$ cat config.mk
export PLATFORM = sky130hd
export DESIGN_NAME = uart_stream_fifo
export DESIGN_NICKNAME = d
export VERILOG_FILES = /design/src/rtl/uart_stream_fifo_pkg.sv /design/src/rtl/fifo_mem_sync.sv /design/src/rtl/uart_stream_fifo.sv
export SDC_FILE = /design/constraint.sdc
export NUM_CORES = 1
export LEC_CHECK = 0
export ABC_AREA = 1
export CAP_MARGIN = 10
export CORE_ASPECT_RATIO = 1.25
export CORE_MARGIN = 4
export CORE_UTILIZATION = 30
export CTS_CLUSTER_SIZE = 24
export DETAILED_ROUTE_END_ITERATION = 16
export GPL_TIMING_DRIVEN = 0
export PLACE_DENSITY = 0.46
export SLEW_MARGIN = 20
export SYNTH_ARGS = -nofsm -noshare
export SYNTH_HDL_FRONTEND = slang
export SYNTH_SLANG_ARGS = --single-unit
$ cat constraint.sdc
create_clock -name i_clock -period 2.75 [get_ports i_clock]
set_input_delay 0.55 -clock i_clock [delete_from_list [all_inputs] [get_ports i_clock]]
set_output_delay 0.55 -clock i_clock [all_outputs]
set_load 0.1 [all_outputs]
$ cat src/rtl/uart_stream_fifo_pkg.sv
// Shared constants for the uart_stream_fifo buffer.
// Covers the depth helper and the overflow-policy encodings.
package uart_stream_fifo_pkg;

    localparam int unsigned POLICY_DROP      = 0;
    localparam int unsigned POLICY_OVERWRITE = 1;

    function automatic int unsigned fifo_depth(input int unsigned depth_log2);
        return 32'd1 << depth_log2;
    endfunction

endpackage

$ cat src/rtl/fifo_mem_sync.sv
// Single-clock register array for uart_stream_fifo.
// It has one write port and an asynchronous read port.
module fifo_mem_sync #(
    parameter int unsigned DATA_WIDTH = 8,
    parameter int unsigned ADDR_WIDTH = 2
) (
    input  logic                  i_clock,
    input  logic                  i_wr_en,
    input  logic [ADDR_WIDTH-1:0] i_wr_addr,
    input  logic [DATA_WIDTH-1:0] i_wr_data,
    input  logic [ADDR_WIDTH-1:0] i_rd_addr,
    output logic [DATA_WIDTH-1:0] o_rd_data
);

    logic [DATA_WIDTH-1:0] mem [2**ADDR_WIDTH];

    always_ff @(posedge i_clock) begin
        if (i_wr_en) begin
            mem[i_wr_addr] <= i_wr_data;
        end
    end

    assign o_rd_data = mem[i_rd_addr];

endmodule

$ cat src/rtl/uart_stream_fifo.sv
// Byte buffer between the uart_rx store pulse and the uart_tx toggle load handshake.
// Provides occupancy flags, an overflow policy, errored-byte filtering and a flush.
module uart_stream_fifo
    import uart_stream_fifo_pkg::*;
#(
    parameter int unsigned DATA_WIDTH    = 8,
    parameter int unsigned DEPTH_LOG2    = 2,
    parameter int unsigned OVERWRITE     = POLICY_DROP,
    parameter int unsigned DROP_ERRORS   = 1,
    parameter int unsigned ERR_CNT_WIDTH = 8
) (
    input  logic                     i_clock,
    input  logic                     i_reset,
    input  logic                     i_store_req,
    input  logic [DATA_WIDTH-1:0]    i_data,
    input  logic                     i_error,
    input  logic                     i_load_req,
    output logic                     o_load_ack,
    output logic [DATA_WIDTH-1:0]    o_data,
    input  logic                     i_flush,
    input  logic                     i_clear,
    output logic [DEPTH_LOG2:0]      o_count,
    output logic                     o_empty,
    output logic                     o_full,
    output logic                     o_overflow,
    output logic [ERR_CNT_WIDTH-1:0] o_error_count
);

    localparam int unsigned CNT_W = DEPTH_LOG2 + 1;
    localparam logic [CNT_W-1:0] DEPTH = CNT_W'(fifo_depth(DEPTH_LOG2));
    localparam logic [CNT_W-1:0] CNT_ONE = CNT_W'(1);
    localparam logic [DEPTH_LOG2-1:0] PTR_ONE = DEPTH_LOG2'(1);
    localparam logic [ERR_CNT_WIDTH-1:0] ERR_ONE = ERR_CNT_WIDTH'(1);
    localparam bit OVERWRITE_EN = (OVERWRITE == POLICY_OVERWRITE);
    localparam bit DROP_EN = (DROP_ERRORS != 0);

    logic [DEPTH_LOG2-1:0] wr_ptr;
    logic [DEPTH_LOG2-1:0] rd_ptr;
    logic [DATA_WIDTH-1:0] rd_data;
    logic                  need_load;
    logic                  pop;
    logic                  push_req;
    logic                  full_block;
    logic                  push;
    logic                  overwrite;
    logic                  error_evt;

    // Flush is folded into pop/push so one gate covers the pointers, memory and handshake.
    always_comb begin
        need_load  = (i_load_req != o_load_ack);
        pop        = need_load && (o_count != '0) && !i_flush;
        push_req   = i_store_req && !(i_error && DROP_EN) && !i_flush;
        full_block = push_req && o_full && !pop;
        push       = push_req && (!full_block || OVERWRITE_EN);
        overwrite  = full_block && OVERWRITE_EN;
        error_evt  = i_store_req && i_error;
    end

    assign o_empty = (o_count == '0);
    assign o_full  = (o_count == DEPTH);

    fifo_mem_sync #(
        .DATA_WIDTH (DATA_WIDTH),
        .ADDR_WIDTH (DEPTH_LOG2)
    ) u_mem (
        .i_clock   (i_clock),
        .i_wr_en   (push),
        .i_wr_addr (wr_ptr),
        .i_wr_data (i_data),
        .i_rd_addr (rd_ptr),
        .o_rd_data (rd_data)
    );

    always_ff @(posedge i_clock) begin
        if (!i_reset) begin
            wr_ptr        <= '0;
            rd_ptr        <= '0;
            o_count       <= '0;
            o_load_ack    <= 1'b0;
            o_data        <= '0;
            o_overflow    <= 1'b0;
            o_error_count <= '0;
        end else begin
            if (i_flush) begin
                wr_ptr  <= '0;
                rd_ptr  <= '0;
                o_count <= '0;
            end else begin
                if (push) begin
                    wr_ptr <= wr_ptr + PTR_ONE;
                end
                if (pop || overwrite) begin
                    rd_ptr <= rd_ptr + PTR_ONE;
                end
                if (push && !pop && !overwrite) begin
                    o_count <= o_count + CNT_ONE;
                end else if (pop && !push) begin
                    o_count <= o_count - CNT_ONE;
                end
                if (pop) begin
                    o_data     <= rd_data;
                    o_load_ack <= i_load_req;
                end
            end

            // A same-cycle event beats i_clear on both sticky status registers.
            if (full_block) begin
                o_overflow <= 1'b1;
            end else if (i_clear) begin
                o_overflow <= 1'b0;
            end

            if (error_evt) begin
                if (i_clear) begin
                    o_error_count <= ERR_ONE;
                end else if (o_error_count != '1) begin
                    o_error_count <= o_error_count + ERR_ONE;
                end
            end else if (i_clear) begin
                o_error_count <= '0;
            end
        end
    end

endmodule

# [After elaboration in Yosys (flattened, before gate mapping)]
# Memories as Yosys holds them, arrays and structs flattened. A register that Yosys moved wholly into a read port is not among the register bits.
# Cells that the tools add are included.
[op_classes] add_sub_neg=5 eq_ne=3 n_mux=10 n_bitwise=2 reduce_logical=25
[op_table] operator="$mux W8" count=4
[op_table] operator="$logic_and A1 B1 Y1" count=10
[op_table] operator="$add A8 B1 Y8 const B" count=1
[op_table] operator="$ne A8 B8 Y1 const B" count=1
[op_table] operator="$reduce_bool A2 Y1" count=4
[op_table] operator="$logic_not A1 Y1" count=6
[op_table] operator="$mux W3" count=2
[op_table] operator="$add A2 B1 Y2 const B" count=2
[op_table] operator="$mux W1" count=4
[op_table] operator="$reduce_and A2 Y1" count=2
[op_table] operator="$add A3 B1 Y3 const B" count=1
[op_table] operator="$eq A3 B3 Y1 const B" count=1
[op_table] operator="$logic_not A3 Y1" count=1
[op_table] operator="$reduce_bool A3 Y1" count=1
[op_table] operator="$sub A3 B1 Y3 const B" count=1
[op_table] operator="$not A1 Y1" count=2
[op_table] operator="$reduce_or A2 Y1" count=1
[op_table] operator="$ne A1 B1 Y1" count=1
[word_totals] register_bits=17 ram_bits=32 in_bits=15 output_inout_bits=23 wordCells=52 n_memories=1
[memory_table] name="u_mem.mem" depth=4 word_bits=8 rd=1 rd_clocked_by_memory_dff=1 write_ports=1 line="fifo_mem_sync.sv:15" rtl="logic [DATA_WIDTH-1:0] mem [2**ADDR_WIDTH];"

# [Longest topological paths before layout]
# Gate-level depths: netlist of the first run.
[depth] depth_word=11 mapped_depth=14 mapped_depth_nobuf=14

# [Hierarchy]
# From an unflattened synthesis of the first run, not the netlist that was laid out.
[unflattened] hier_cells=328 area_unflattened_um2=2757.6
[by_module_without_submodules] mod="fifo_mem_sync" n_inst=1 cells_per_inst=133 area_each_um2=1387.6 seq_area_each_um2=960.9
[by_module_without_submodules] mod="uart_stream_fifo" n_inst=1 cells_per_inst=195 area_each_um2=1370.1 seq_area_each_um2=500.5

# [Least setup slack after synthesis of the first run]
# Ideal clock, no wire load.
[synth_timing] kind="flip-flop to flip-flop" start="register o_count[1]" end="register o_count[2]" setup_time_ps=122 arrival_time_ps=2647 required_time_ps=2628 setup_slack_ps=-19 stages_incl_launch_ff=14 path_buffers=0 synth_period_minus_slack_ps=2769 path_cell_list="dfxtp_1 inv_1 nand3_1 nand2_1 nand2_1 nand2_1 inv_1 ha_1 inv_1 fa_1 a21oi_1 o21ai_0 o21ai_0 a21oi_1"
[synth_via] elab_chain_len=10 word_cells_on_any_way=17 classes_between="add/sub: 2; eq/ne: 1; mux: 2; reduce/logical: 12"
[synth_lines] item="start: declaration" line="uart_stream_fifo.sv:22" rtl="output logic [DEPTH_LOG2:0] o_count,"
[synth_lines] item="start signal: assignment" line="uart_stream_fifo.sv:96" rtl="o_count <= o_count + CNT_ONE;"
[synth_lines] item="start signal: assignment" line="uart_stream_fifo.sv:98" rtl="o_count <= o_count - CNT_ONE;"
[synth_lines] item="$reduce_bool A3 Y1" line="uart_stream_fifo.sv:51" rtl="pop = need_load && (o_count != '0) && !i_flush;"
[synth_lines] item="$logic_and A1 B1 Y1 (2 in a row)" line="uart_stream_fifo.sv:51"
[synth_lines] item="$logic_not A1 Y1" line="uart_stream_fifo.sv:53" rtl="full_block = push_req && o_full && !pop;"
[synth_lines] item="$logic_and A1 B1 Y1 *" line="uart_stream_fifo.sv:53"
[synth_lines] item="$logic_not A1 Y1 *" line="uart_stream_fifo.sv:54" rtl="push = push_req && (!full_block || OVERWRITE_EN);"
[synth_lines] item="$logic_and A1 B1 Y1 *" line="uart_stream_fifo.sv:54"
[synth_lines] item="net push" line="uart_stream_fifo.sv:44" rtl="logic push;"
[synth_lines] item="$logic_not A1 Y1" line="uart_stream_fifo.sv:97" rtl="end else if (pop && !push) begin"
[synth_lines] item="$logic_and A1 B1 Y1" line="uart_stream_fifo.sv:97"
[synth_lines] item="$reduce_bool A2 Y1 (no line)"
# The timed path passes the listed nets; every way through them passes the cells marked *. The select of a mux whose other input is x is not followed.
# A chain may end at the register's enable or synchronous reset.

# [Worst setup path in the final report of the first run]
[layout_timing] start="register o_count[1]" end="output port o_full"
[layout_via] elab_chain_len=1
[layout_lines] item="$eq A3 B3 Y1" line="uart_stream_fifo.sv:60" rtl="assign o_full = (o_count == DEPTH);"
[layout_lines] item="end: declaration" line="uart_stream_fifo.sv:24" rtl="output logic o_full,"
# Every way passes these cells.

==> results of run 1 <==
## how the worst max path moves through the flow
stage	cells past startpoint	end	slack [ps]	startpoint
5_1_grt	14	o_count[2]$_SDFFE_PP0P_	20	i_flush
3_3_place_gp	13	o_count[2]$_SDFFE_PP0P_	-70	i_load_req
6_report	4	o_full	150	o_count[1]$_SDFFE_PP0P_
4_1_cts	4	o_empty	60	o_count[1]$_SDFFE_PP0P_
3_5_place_dp	13	o_count[2]$_SDFFE_PP0P_	-80	i_load_req
2_1_floorplan	13	o_count[2]$_SDFFE_PP0P_	80	o_count[0]$_SDFFE_PP0P_
## power by group through the flow
stage | sequential, W | combinational, W | clock (W)
after floorplan | 0.000990 | 0.0000709 | 0
after global placement | 0.000938 | 0.000185 | 0
after detailed placement | 0.000939 | 0.000185 | 0
after CTS | 0.000920 | 0.000186 | 0.000897
after global routing | 0.000921 | 0.000200 | 0.000933
final | 0.000920 | 0.000183 | 0.000871
## layout make-up
class	instances	area [µm²]
Fill cell	848	5000
Sequential cell	57	1460
Multi-Input combinational cell	189	928
Timing Repair Buffer	37	373
Inverter	38	143
Clock buffer	10	138
Tap cell	97	121
Clock inverter	6	81.3
Buffer	7	40.0
## worst min-delay path, cell delays in order (launching register included)
cell	delay (ps)
dfxtp_1	330
nand2_1	50
o21ai_0	50
## synth_stat cells, drive strengths merged
master / number / area, µm²
o21ai: 32 / 160
nand2: 43 / 198
xor2: 1 / 8.76
edfxtp: 32 / 961
inv: 37 / 139
or2: 1 / 6.26
a21oi: 14 / 70.1
fa: 1 / 20.0
nand4: 6 / 37.5
ha: 6 / 75.1
nand3: 13 / 70.1
clkinv: 1 / 3.75
nor2: 71 / 277
dfxtp: 25 / 500
a31oi: 1 / 6.26
buf: 6 / 36.3
clkbuf: 1 / 3.75
## stage by stage
step	utilization, %	setup TNS (ps)	worst slack, ps	cell area (µm²)
final	39.7	0	155	3290
after global routing	39.7	0	24.5	3290
after CTS	39.6	0	56.0	3280
after detailed placement	37.0	-82.3	-82.3	3070
after global placement	37.0	-73.3	-73.3	3070
after floorplan	-	0	75.5	2570
## flip-flops by register name (all words and copies together) (netlist names)
name	count
rd_ptr	2
u_mem.mem	32
o_count	3
o_error_count	8
o_overflow	1
o_load_ack	1
wr_ptr	2
o_data	8
## cell families after synthesis
| group | share of synthesized area [%] |
|---|---|
| buffers and inverters | 7.10 |
| adders and majority gates | 3.70 |
| AOI/OAI and AO/OA | 9.19 |
| DFF | 56.8 |
| xor gates and xnor gates | 0.341 |
| and+or+nand+nor | 22.9 |
## layer usage
layer | vias to the layer above | wire length [µm]
met5 | - | 0
met4 | 0 | 116
met3 | 9 | 344
met2 | 48 | 2910
met1 | 920 | 2830
li1 | 1040 | -
==> results.md, run 1 <==
- The sequential cell area fraction in the yosys report is between 50% and 60%.
- The final count of pins violating max slew came to 0.
- The clock buffer count from CTS is 9.
- The Yosys warning count is 0.
- The number of global-route vias before repair is 1990.
- The count of buffers from port buffering is 37.
- Across all layers, the routed design uses 2017 vias.
- On the worst path, the slowest cell contributes a delay of 1130 ps.
- The number of inserted diodes is 0.
- The number of remaining DRC errors is 0.
- The all-layer global routing usage is 12.9%.
- The number of nets in the synthesized netlist is around 310.
- Dividing the synthesized area by the synthesized cell count gives 8.84 µm².
- The pin count of the biggest net entering global routing is 11.
- In this run the worst path has a maximum fanout of 3.
- The leakage power figure is 1.28 nW.
- The total die area is slightly above 10000 µm².
- Global routing finished with a remaining overflow of 0.
- The final clock period utilization by the worst path is 94.4%.
- The number of setup buffers added after CTS is 0.
- The cell with the most instances on the worst path is inv_1.
- After detailed routing, the average wire length per cell comes to 14.0 µm.
- The post-route antenna net violation count is 0.
- The met2 track demand over resource in global routing is 21.2%.
- The maximum level of the CTS H-tree is 3.
- Leaving out fill and tap cells, the most frequent cell in the layout is nor2_1.
- The initial standard-cell utilization of the core is 31.0%.
- The final net count is about 360.
- The worst endpoint required time is 2200 ps.
- After technology mapping, the gate count stands at between 200 and 300.
- Across the run, the number of max-cap violations was 0.
- The clock slew seen by the registers of the worst setup and hold paths is 60 ps.
- Measured along the y axis, the die boundary spans 112 µm.
- In this run the tightest slew margin relative to its limit is 34.7%.
- The combinational fraction of design power is 9.3%.
- The type of element launching the critical path is a register.
- After detailed routing, the number of vias per cell comes to 4.57.
- The areal power density over the cells is 601 nW/µm².
- The post-CTS resize count is 0.
- The setup slack of the most critical reg-to-reg path is 490 ps.
- The analysis attributes to net switching a power of about 0.00048 W.
- The critical path's top delay family is buffers and inverters.
- The worst-skew pair later-pin latency is 330 ps.
- STA classifies the critical path endpoint as an output pin.
- The final period demand of the worst path is approximately 2600 ps.
- The slowest cell on the critical path is clkdlybuf4s50_1.
- The TritonCTS clock tree is done.
- The starting DRC count in detailed routing is 80.
- For met3 alone, demand over resource in global routing was 4.46%.
- In this run the most critical hold path is launched from o_overflow$_SDFFE_PN0P_.
- The floorplan step defined a core boundary enclosing 8290 µm².
- After clock tree synthesis, the flow added hold-fix buffers numbering 0.
- The die width is a little over 90 µm.
- The total I/O pin count is 38.
- In this run, synthesis produced a sequential element count of 57.
- The design draws between 0.0015 and 0.002 W.
- The clock network power share is 44.1%.
- In this run the critical register-to-register path is launched from o_count[0]$_SDFFE_PP0P_.
- The worst hold margin is 458 ps.
- No sink is reached through more buffers than the 2 on the longest clock path.
- The count of final hold-check violations is 0.
- The flow ran to the end, and the final reports show no timing, DRC or antenna violations.
- The synthesis-to-finish area growth is 27.8%.
- The capture instance of the worst register-to-register path is o_count[2]$_SDFFE_PP0P_.
- Of the cells placed in the final design, the portion with a size suffix greater than 1 is 10.5%.
- Counting instances, the worst hold path has a depth of 2.
- The global routing met1 resource utilization is between 10% and 20%.
- Summed over all layers, the routed wires come to 6200 µm.
- Once detailed placement completed, the half-perimeter wirelength came to 4280 µm.
- The path class of the lowest-slack min-delay path is reg -> reg.
- Internal power comes to 0.00149 W.
- The clock net sink count is between 50 and 60.
- Setup repair after global routing left no endpoint under its margin.
- The number of buffers and inverters on the critical path is 3.
- The setup skew after layout is about 5.8 ps.
- The initial antenna violation count is 0.
- The first-pass GRT wire length is 10100 µm.
- VDD sags by at most 0.344 mV.
- The critical path goes through inv_1 -> nand3_1 -> inv_1 -> clkdlybuf4s50_1.
- The distinct cell type count after synthesis is 27.
- The first TritonRoute pass finished after 4 iterations.
- The floorplan row count is 37.
- The root buffer selected by CTS is clkbuf_8.
- The final count of negative-setup-slack endpoints is 0.
- The arrival time at the worst endpoint is 2050 ps.
- For this run, the number of standard cells in the final layout without fillers is 441.
- For this run, the top clock speed supported by timing is 385 MHz.
- Registers are responsible for 46.6% of the overall power.
- The net switching fraction of the power is 24.3%.
- In the layout the commonest cells are nor2_1 (69), nand2_1 (38), clkdlybuf4s50_1 (36).
- Counting cells, the worst reg-to-reg path comes to 13.
- The pin slew with the least headroom to its limit is between 900 and 1000 ps.
- In this run, placement finished with an instance count of 425.
- The hold-critical path endpoint is o_overflow$_SDFFE_PN0P_.
- The synthesized cell area is 2570 µm².
- The critical path is of the reg -> out type.
- The most congested layer reported by global routing is met2.
- Routability-driven placement finished with a final weighted congestion of 0.792.
Power figures use the tool's default switching activity.
==> inputs of run 2 (changes only) <==
HOLD_SLACK_MARGIN = 0.12   (was unset)
==> results of run 2 <==
Same layout as run 1: the final DEF is identical, and so are final timing and power.
